$ cat config.mk
export PLATFORM = sky130hd
export DESIGN_NAME = vect_rep_ser
export DESIGN_NICKNAME = d
export VERILOG_FILES = /design/src/rtl/vect_rep_ser.sv
export SDC_FILE = /design/constraint.sdc
export NUM_CORES = 1
export LEC_CHECK = 0
export BUFFER_PORTS_ARGS = -buffer_cell sky130_fd_sc_hd__clkbuf_2
export CORE_MARGIN = 1.5
export CORE_UTILIZATION = 50
export DETAILED_ROUTE_END_ITERATION = 12
export GPL_ROUTABILITY_DRIVEN = 1
export HOLD_SLACK_MARGIN = 0.05
export PLACE_DENSITY_LB_ADDON = 0.08
export RECOVER_POWER = 100
export SYNTH_ARGS = -nofsm -noshare
export SYNTH_HDL_FRONTEND = slang
export SYNTH_SLANG_ARGS = --single-unit
$ cat constraint.sdc
create_clock -name clk -period 3.94 [get_ports clk]
set_input_delay 0.394 -clock clk [delete_from_list [all_inputs] [get_ports clk]]
set_output_delay 0.394 -clock clk [all_outputs]
set_load 0.02 [all_outputs]
$ cat src/rtl/vect_rep_ser.sv
// Purpose: buffers pixel vectors (2 entries) and emits each channel value REPEAT_NUM times, channel-outer, with line/frame markers.
// Latency: a vector accepted into an empty buffer while idle shows its first word 2 cycles later; IN_CH_NUM*REPEAT_NUM words per pixel.
// Backpressure: ready_o is registered and drops while 2 vectors are buffered; the output side has no backpressure.
module vect_rep_ser #(
  parameter int DATA_WIDTH = 8,
  parameter int IN_CH_NUM  = 8,
  parameter int REPEAT_NUM = 3,
  parameter int STRING_LEN = 224
) (
  input  logic                           clk,
  input  logic                           reset_n,
  input  logic                           valid_i,
  output logic                           ready_o,
  input  logic [DATA_WIDTH*IN_CH_NUM-1:0] data_i,
  input  logic                           sop_i,
  input  logic                           eop_i,
  input  logic                           sof_i,
  input  logic                           eof_i,
  output logic [DATA_WIDTH-1:0]          data_o,
  output logic                           valid_o,
  output logic                           sop_o,
  output logic                           eop_o,
  output logic                           sof_o,
  output logic                           eof_o,
  output logic                           err_o
);

  localparam int CH_W  = (IN_CH_NUM  > 1) ? $clog2(IN_CH_NUM)  : 1;
  localparam int REP_W = (REPEAT_NUM > 1) ? $clog2(REPEAT_NUM) : 1;
  localparam int PIX_W = $clog2(STRING_LEN + 2);
  localparam int PW1   = PIX_W + 1;
  localparam logic [CH_W-1:0]  CH_LAST  = CH_W'(IN_CH_NUM - 1);
  localparam logic [REP_W-1:0] REP_LAST = REP_W'(REPEAT_NUM - 1);
  localparam logic [PIX_W:0]   LEN_W    = PW1'(STRING_LEN);
  localparam logic [PIX_W:0]   LEN_SAT  = PW1'(STRING_LEN + 1);

  typedef struct packed {
    logic                            sop;
    logic                            eop;
    logic                            sof;
    logic                            eof;
    logic [DATA_WIDTH*IN_CH_NUM-1:0] vec;
  } entry_t;

  typedef enum logic {IDLE, SER} state_t;

  entry_t            buf_q [2];
  logic              wr_ptr_q, rd_ptr_q;
  logic [1:0]        occ_q, occ_d;
  logic              ready_q;
  state_t            state_q;
  logic [CH_W-1:0]   ch_cnt_q;
  logic [REP_W-1:0]  rep_cnt_q;
  logic [PIX_W-1:0]  pix_cnt_q;
  logic [PIX_W:0]    pix_nxt;
  logic              err_q;
  logic              push, pop, first_word, last_word;
  entry_t            head;
  logic [DATA_WIDTH-1:0] head_ch;

  assign push       = valid_i & ready_q;
  assign first_word = (ch_cnt_q == '0) && (rep_cnt_q == '0);
  assign last_word  = (ch_cnt_q == CH_LAST) && (rep_cnt_q == REP_LAST);
  assign pop        = (state_q == SER) && last_word;
  assign head       = buf_q[rd_ptr_q];
  assign ready_o    = ready_q;
  assign err_o      = err_q;

  // Occupancy after this cycle's push/pop; a simultaneous push and pop cancel.
  always_comb begin
    occ_d = occ_q;
    if (push && !pop) occ_d = occ_q + 2'd1;
    else if (!push && pop) occ_d = occ_q - 2'd1;
  end

  // Select the current channel of the head vector.
  always_comb begin
    head_ch = '0;
    for (int i = 0; i < IN_CH_NUM; i++) begin
      if (ch_cnt_q == CH_W'(i)) head_ch = head.vec[i*DATA_WIDTH +: DATA_WIDTH];
    end
  end

  // Pixel count as it would be after accepting the presented pixel.
  always_comb begin
    pix_nxt = sop_i ? PW1'(1) : ({1'b0, pix_cnt_q} + PW1'(1));
  end

  // Two-entry vector buffer with registered ready.
  always_ff @(posedge clk or negedge reset_n) begin
    if (!reset_n) begin
      for (int i = 0; i < 2; i++) buf_q[i] <= '0;
      wr_ptr_q <= 1'b0;
      rd_ptr_q <= 1'b0;
      occ_q    <= 2'd0;
      ready_q  <= 1'b0;
    end else begin
      if (push) begin
        buf_q[wr_ptr_q] <= '{sop: sop_i, eop: eop_i, sof: sof_i, eof: eof_i, vec: data_i};
        wr_ptr_q        <= ~wr_ptr_q;
      end
      if (pop) rd_ptr_q <= ~rd_ptr_q;
      occ_q   <= occ_d;
      ready_q <= (occ_d != 2'd2);
    end
  end

  // Serializer FSM with registered outputs; chains straight into the next vector when one is waiting.
  always_ff @(posedge clk or negedge reset_n) begin
    if (!reset_n) begin
      state_q   <= IDLE;
      ch_cnt_q  <= '0;
      rep_cnt_q <= '0;
      data_o    <= '0;
      valid_o   <= 1'b0;
      sop_o     <= 1'b0;
      eop_o     <= 1'b0;
      sof_o     <= 1'b0;
      eof_o     <= 1'b0;
    end else begin
      data_o  <= '0;
      valid_o <= 1'b0;
      sop_o   <= 1'b0;
      eop_o   <= 1'b0;
      sof_o   <= 1'b0;
      eof_o   <= 1'b0;
      case (state_q)
        IDLE: begin
          if (occ_q != 2'd0) begin
            ch_cnt_q  <= '0;
            rep_cnt_q <= '0;
            state_q   <= SER;
          end
        end
        SER: begin
          valid_o <= 1'b1;
          data_o  <= head_ch;
          sop_o   <= head.sop & first_word;
          sof_o   <= head.sof & first_word;
          eop_o   <= head.eop & last_word;
          eof_o   <= head.eof & last_word;
          if (rep_cnt_q == REP_LAST) begin
            rep_cnt_q <= '0;
            if (ch_cnt_q == CH_LAST) begin
              ch_cnt_q <= '0;
              if (occ_d == 2'd0) state_q <= IDLE;
            end else begin
              ch_cnt_q <= ch_cnt_q + CH_W'(1);
            end
          end else begin
            rep_cnt_q <= rep_cnt_q + REP_W'(1);
          end
        end
        default: state_q <= IDLE;
      endcase
    end
  end

  // Line-length check on accepted pixels; the count saturates just past the line length.
  always_ff @(posedge clk or negedge reset_n) begin
    if (!reset_n) begin
      pix_cnt_q <= '0;
      err_q     <= 1'b0;
    end else if (push) begin
      pix_cnt_q <= (pix_nxt > LEN_W) ? LEN_SAT[PIX_W-1:0] : pix_nxt[PIX_W-1:0];
      if (eop_i ? (pix_nxt != LEN_W) : (pix_nxt > LEN_W)) err_q <= 1'b1;
    end
  end

endmodule

# Word level (Yosys, flattened, before mapping)
# Cells that the tools add are included.
# classes
n_eq_ne,12
bitwise_logic,10
n_reduce_logical,14
mux,37
order_cmp,4
addsub,5
# op_table
cell,count
$mux 68,4
$bwmux 136,1
$mux 8,10
$demux 68 s1,1
$eq 3x3->1 const B,4
$mux 1,10
$add 8x1->9 const B,1
$gt 9x8->1 const B,1
$mux 3,3
$mux 9,1
$ne 9x8->1 const B,1
$mux 2,4
$eq 3x2->1 const B,2
$logic_and 1x1->1,6
$pmux 3 s2,1
$and 1x1->1,5
$add 2x1->2 const B,2
$ge 2x2->1 const B,2
$logic_not 2->1,2
$ne 2x2->1 const B,2
$not 1->2,2
$pmux 2 s2,1
$reduce_and 2->1,2
$add 3x1->3 const B,1
other kinds (10),13
# word_totals
word_cells,107
ff_bits,169
inputBits,71

# Longest topological paths before layout
# logic_depth
word_depth,13
ltp_mapped,9

# Least setup slack after synthesis
# No wires, ideal clock.
# synth_path
path_type,register to register
startpoint,register pix_cnt_q[1]
endpoint,register pix_cnt_q[2]
path_slack_ps,1696
period_less_slack_ps,2244
n_path_buf,0
setup_ps,126
path_stages_with_launch,7
arrival_ps,2118
cell_sequence,dfrtp_1 -> ha_1 -> a21bo_1 -> or4b_4 -> a32oi_4 -> a211oi_2 -> a221o_1
# synth_via
elab_chain_cells,4
# synth_rtl
element,line,rtl
start: declaration,54,logic [PIX_W-1:0] pix_cnt_q;
start signal: assignment,165,pix_cnt_q <= (pix_nxt > LEN_W) ? LEN_SAT[PIX_W-1:0] : pix_nxt[PIX_W-1:0];
$add 8x1->9 *,86,"pix_nxt = sop_i ? PW1'(1) : ({1'b0, pix_cnt_q} + PW1'(1));"
$mux 9 *,86,
$gt 9x8->1,165,
$mux 8 *,165,
# Every way passes the cells marked *; elsewhere a longest branch is shown, timed or not.
# A chain may end at the register's enable or synchronous reset.

# Worst setup path in the final report
# layout_path
startpoint,register ready_q (netlist: ready_o)
endpoint,register buf_q[101] (netlist bit)
# layout_via
elab_chain_cells,1
# layout_rtl
element,line,rtl
start: declaration,50,logic ready_q;
start signal: assignment,104,ready_q <= (occ_d != 2'd2);
$and 1x1->1,61,assign push = valid_i & ready_q;
end signal: indexed assignment,99,"buf_q[wr_ptr_q] <= '{sop: sop_i, eop: eop_i, sof: sof_i, eof: eof_i, vec: data_i};"
end: declaration,47,entry_t buf_q [2];
# Every way passes these cells.

==> qor.yml <==
nets: 756
clk_latency_ps: 430
violations: "max-capacitance violations, max-slew violations"
grt_usage_pct: 22.01
yosysSeqAreaShare_pct: 53.53
grt-ovfl-total: 0
cp.required_ps: 4250
ant_nets: 0
fin_setup_tns_ps: 0
crit_chain: "and2_0, nand2b_1, buf_12, mux2_2"
drive_gt1_share_pct: 38.70
ys.flop_type: "dfrtp_1"
hp-class: "primary input to register"
async_flop_share_pct: 100.0
start_util_pct: 51.58
clkSlewWorstSetupHoldPaths_ps: 70
worst_path_largest_cell_delay_ps: 1440
post_drt_wl_per_cell_um: 18.93
yosysUniqueCellTypes: 52
design_area_mm2: 0.009124
die_x_um: 128.7
cts_sinks: 169
synth_warnings: 0
slowest_stage: "nand2b_1"
drt_iter0_drc: 353
syn_inst: 612
clock_path_buffers: 2
setup_viol: 0
netlist_area_mm2: 0.007900
n_antenna_cell: 0
post_cts_buffers: 0
hold_viol: 0
dieArea_mm2: 0.01656
r2r_setup_slack_ps: 900
peakVddDrop_mv: 0.4808
critPathLaunchType: "register"
synthToLayoutAreaGrowth_pct: 15.49
port_buffers: 85
htreeDepth: 4
final_cell_mix: "168 x dfrtp_1, 152 x mux2_2, 70 x clkbuf_2, 53 x mux2i_1, 40 x a21oi_1"
power_density_mw_per_mm2: 877.1
place_congestion: 0.8279
fin_crit_sh_pct: 77.14
cts_buffers: 17
vias_per_cell: 5.711
ys_ff_latch: 169
outcome: "finished, violations left"
ctsRootBufferMaster: "clkbuf_16"
hold_buffers: 0
core_area_mm2: 0.01531
grt_first_pass_wirelength_um: 27470
p_leak_nw: 3.873
grt_pass1_vias: 5199
drt-total-wl_um: 17050
syn-mean-instance-area_um2: 12.91
syn-num-nets: 691
vias: 5146
dieHeight_um: 128.7
layout_commonest_cell: "dfrtp_1"
drtPass1Iterations: 5
worstPathArrival_ps: 3350
io_pins: 86
slew_viol_final: 134
hpwlAfterDp_um: 11730
relSlewSlack_pct: -69.96
final.setup_skew_ps: 7.721
postPlaceCellArea_mm2: 0.008503
utilization_pct: 59.58
rsz0062_at_grt: "false"
grt_max_degree: 100
crit_type: "register to register"
maxCapViolCount: 2
rows: 45
drc: 0
fmax_mhz: 329.0
cts_tree: "built"
critPathCaptureType: "register"
ctsResizeCount: 0
period_minus_slack_ps: 3039
synth_edf_count: 0
crit_fanout: 35
worstMarginPinSlew_ps: 2549
antenna_found_initial: 0
==> critical path, delay by kind of cell (launching register included) <==
kind	cells	cell delay (ps)
multiplexers	1	370
flip-flops	1	410
AND/OR/NAND/NOR	2	1770
buffers and inverters	1	320
==> sequential cells by signal, indices dropped and copies added (netlist names), 2 cells and up <==
signal     cells
buf_q        136
ch_cnt_q       3
data_o         8
occ_q          2
pix_cnt_q      8
rep_cnt_q      2
==> synthesized netlist by cell type, types with 2 or more instances <==
| library cell | instances | area [um^2] |
|---|---|---|
| xnor2_1 | 2 | 17.52 |
| nor2_1 | 22 | 82.58 |
| nand2_1 | 13 | 48.80 |
| buf_2 | 9 | 45.04 |
| nand3b_1 | 2 | 15.01 |
| mux2_2 | 152 | 1712 |
| clkbuf_1 | 21 | 78.83 |
| buf_1 | 14 | 52.55 |
| o211ai_1 | 3 | 22.52 |
| a221oi_1 | 8 | 70.07 |
| o2bb2ai_1 | 9 | 78.83 |
| nand4_1 | 3 | 18.77 |
| nand2b_1 | 6 | 37.54 |
| inv_1 | 7 | 26.28 |
| and2_1 | 3 | 18.77 |
| o22ai_1 | 10 | 62.56 |
| o21a_1 | 2 | 15.01 |
| nor3_1 | 6 | 30.03 |
| nand3_1 | 2 | 10.01 |
| o221ai_1 | 8 | 70.07 |
| and3_1 | 2 | 12.51 |
| ha_1 | 8 | 100.1 |
| o21ai_0 | 6 | 30.03 |
| dfrtp_1 | 169 | 4229 |
| mux2i_1 | 53 | 530.5 |
| a211oi_1 | 2 | 15.01 |
| or4_1 | 2 | 15.01 |
| nor2b_1 | 5 | 31.28 |
| a21oi_1 | 40 | 200.2 |
==> report_power, final <==
group	total, mW	internal, mW	switching, mW
clock	1.92	1.21	0.708
sequential	3.11	2.58	0.528
combinational	2.98	1.55	1.42
==> layout make-up <==
class | instances | area, um^2
clock buffers | 18 | 439.2
clock inverters | 14 | 242.7
fillers | 1286 | 6191
inverters | 8 | 30.03
multi-input cells | 391 | 3437
flip-flops and latches | 169 | 4233
well taps | 211 | 264.0
repair buffers | 90 | 478.0
==> final timing paths <==
kind,end,start,cells past startpoint
max,buf_q[101],ready_o,4
min,buf_q[64],eof_i,2
min reg2reg,err_o,err_o,1
min in group asynchronous,buf_q[49],reset_n,1
max reg2reg,buf_q[101],ready_o,4
max in group asynchronous,rd_ptr_q,reset_n,1
==> routing by layer <==
metal  vias to the layer above  wire [um]  track usage (%)  part of all wire, %
met5                         -          0                0                    0
met4                         0        159            6.543                 0.93
met3                        11        746            5.364                  4.4
met2                       127       8265            35.58                   48
met1                      2622       7880            29.65                   46
li1                       2386          -                -                    -
==> metrics by stage <==
step / std cells / power [mW] / worst slack (ps) / hold WS, ps
2_1_floorplan: 612 / 5.264 / 1696 / 98.41
3_3_place_gp: 869 / 6.016 / 1447 / 466.3
3_5_place_dp: 869 / 6.136 / 1427 / 470.7
4_1_cts: 901 / 8.073 / 1436 / 107.2
5_1_grt: 901 / 8.480 / 677.7 / 188.9
6_report: 901 / 8.002 / 900.8 / 199.9
==> cells by family after synthesis <==
logic type,count (synthesis),synth area share (%)
AND/OR/NAND/NOR,74,4.957
adder cells (fa/ha/maj),8,1.267
multiplexers,205,28.38
buffers and inverters,52,2.613
XOR/XNOR,3,0.3327
flip-flops,169,53.53
AO/OA/AOI/OAI,101,8.917
(Power assumes the default switching activity.)
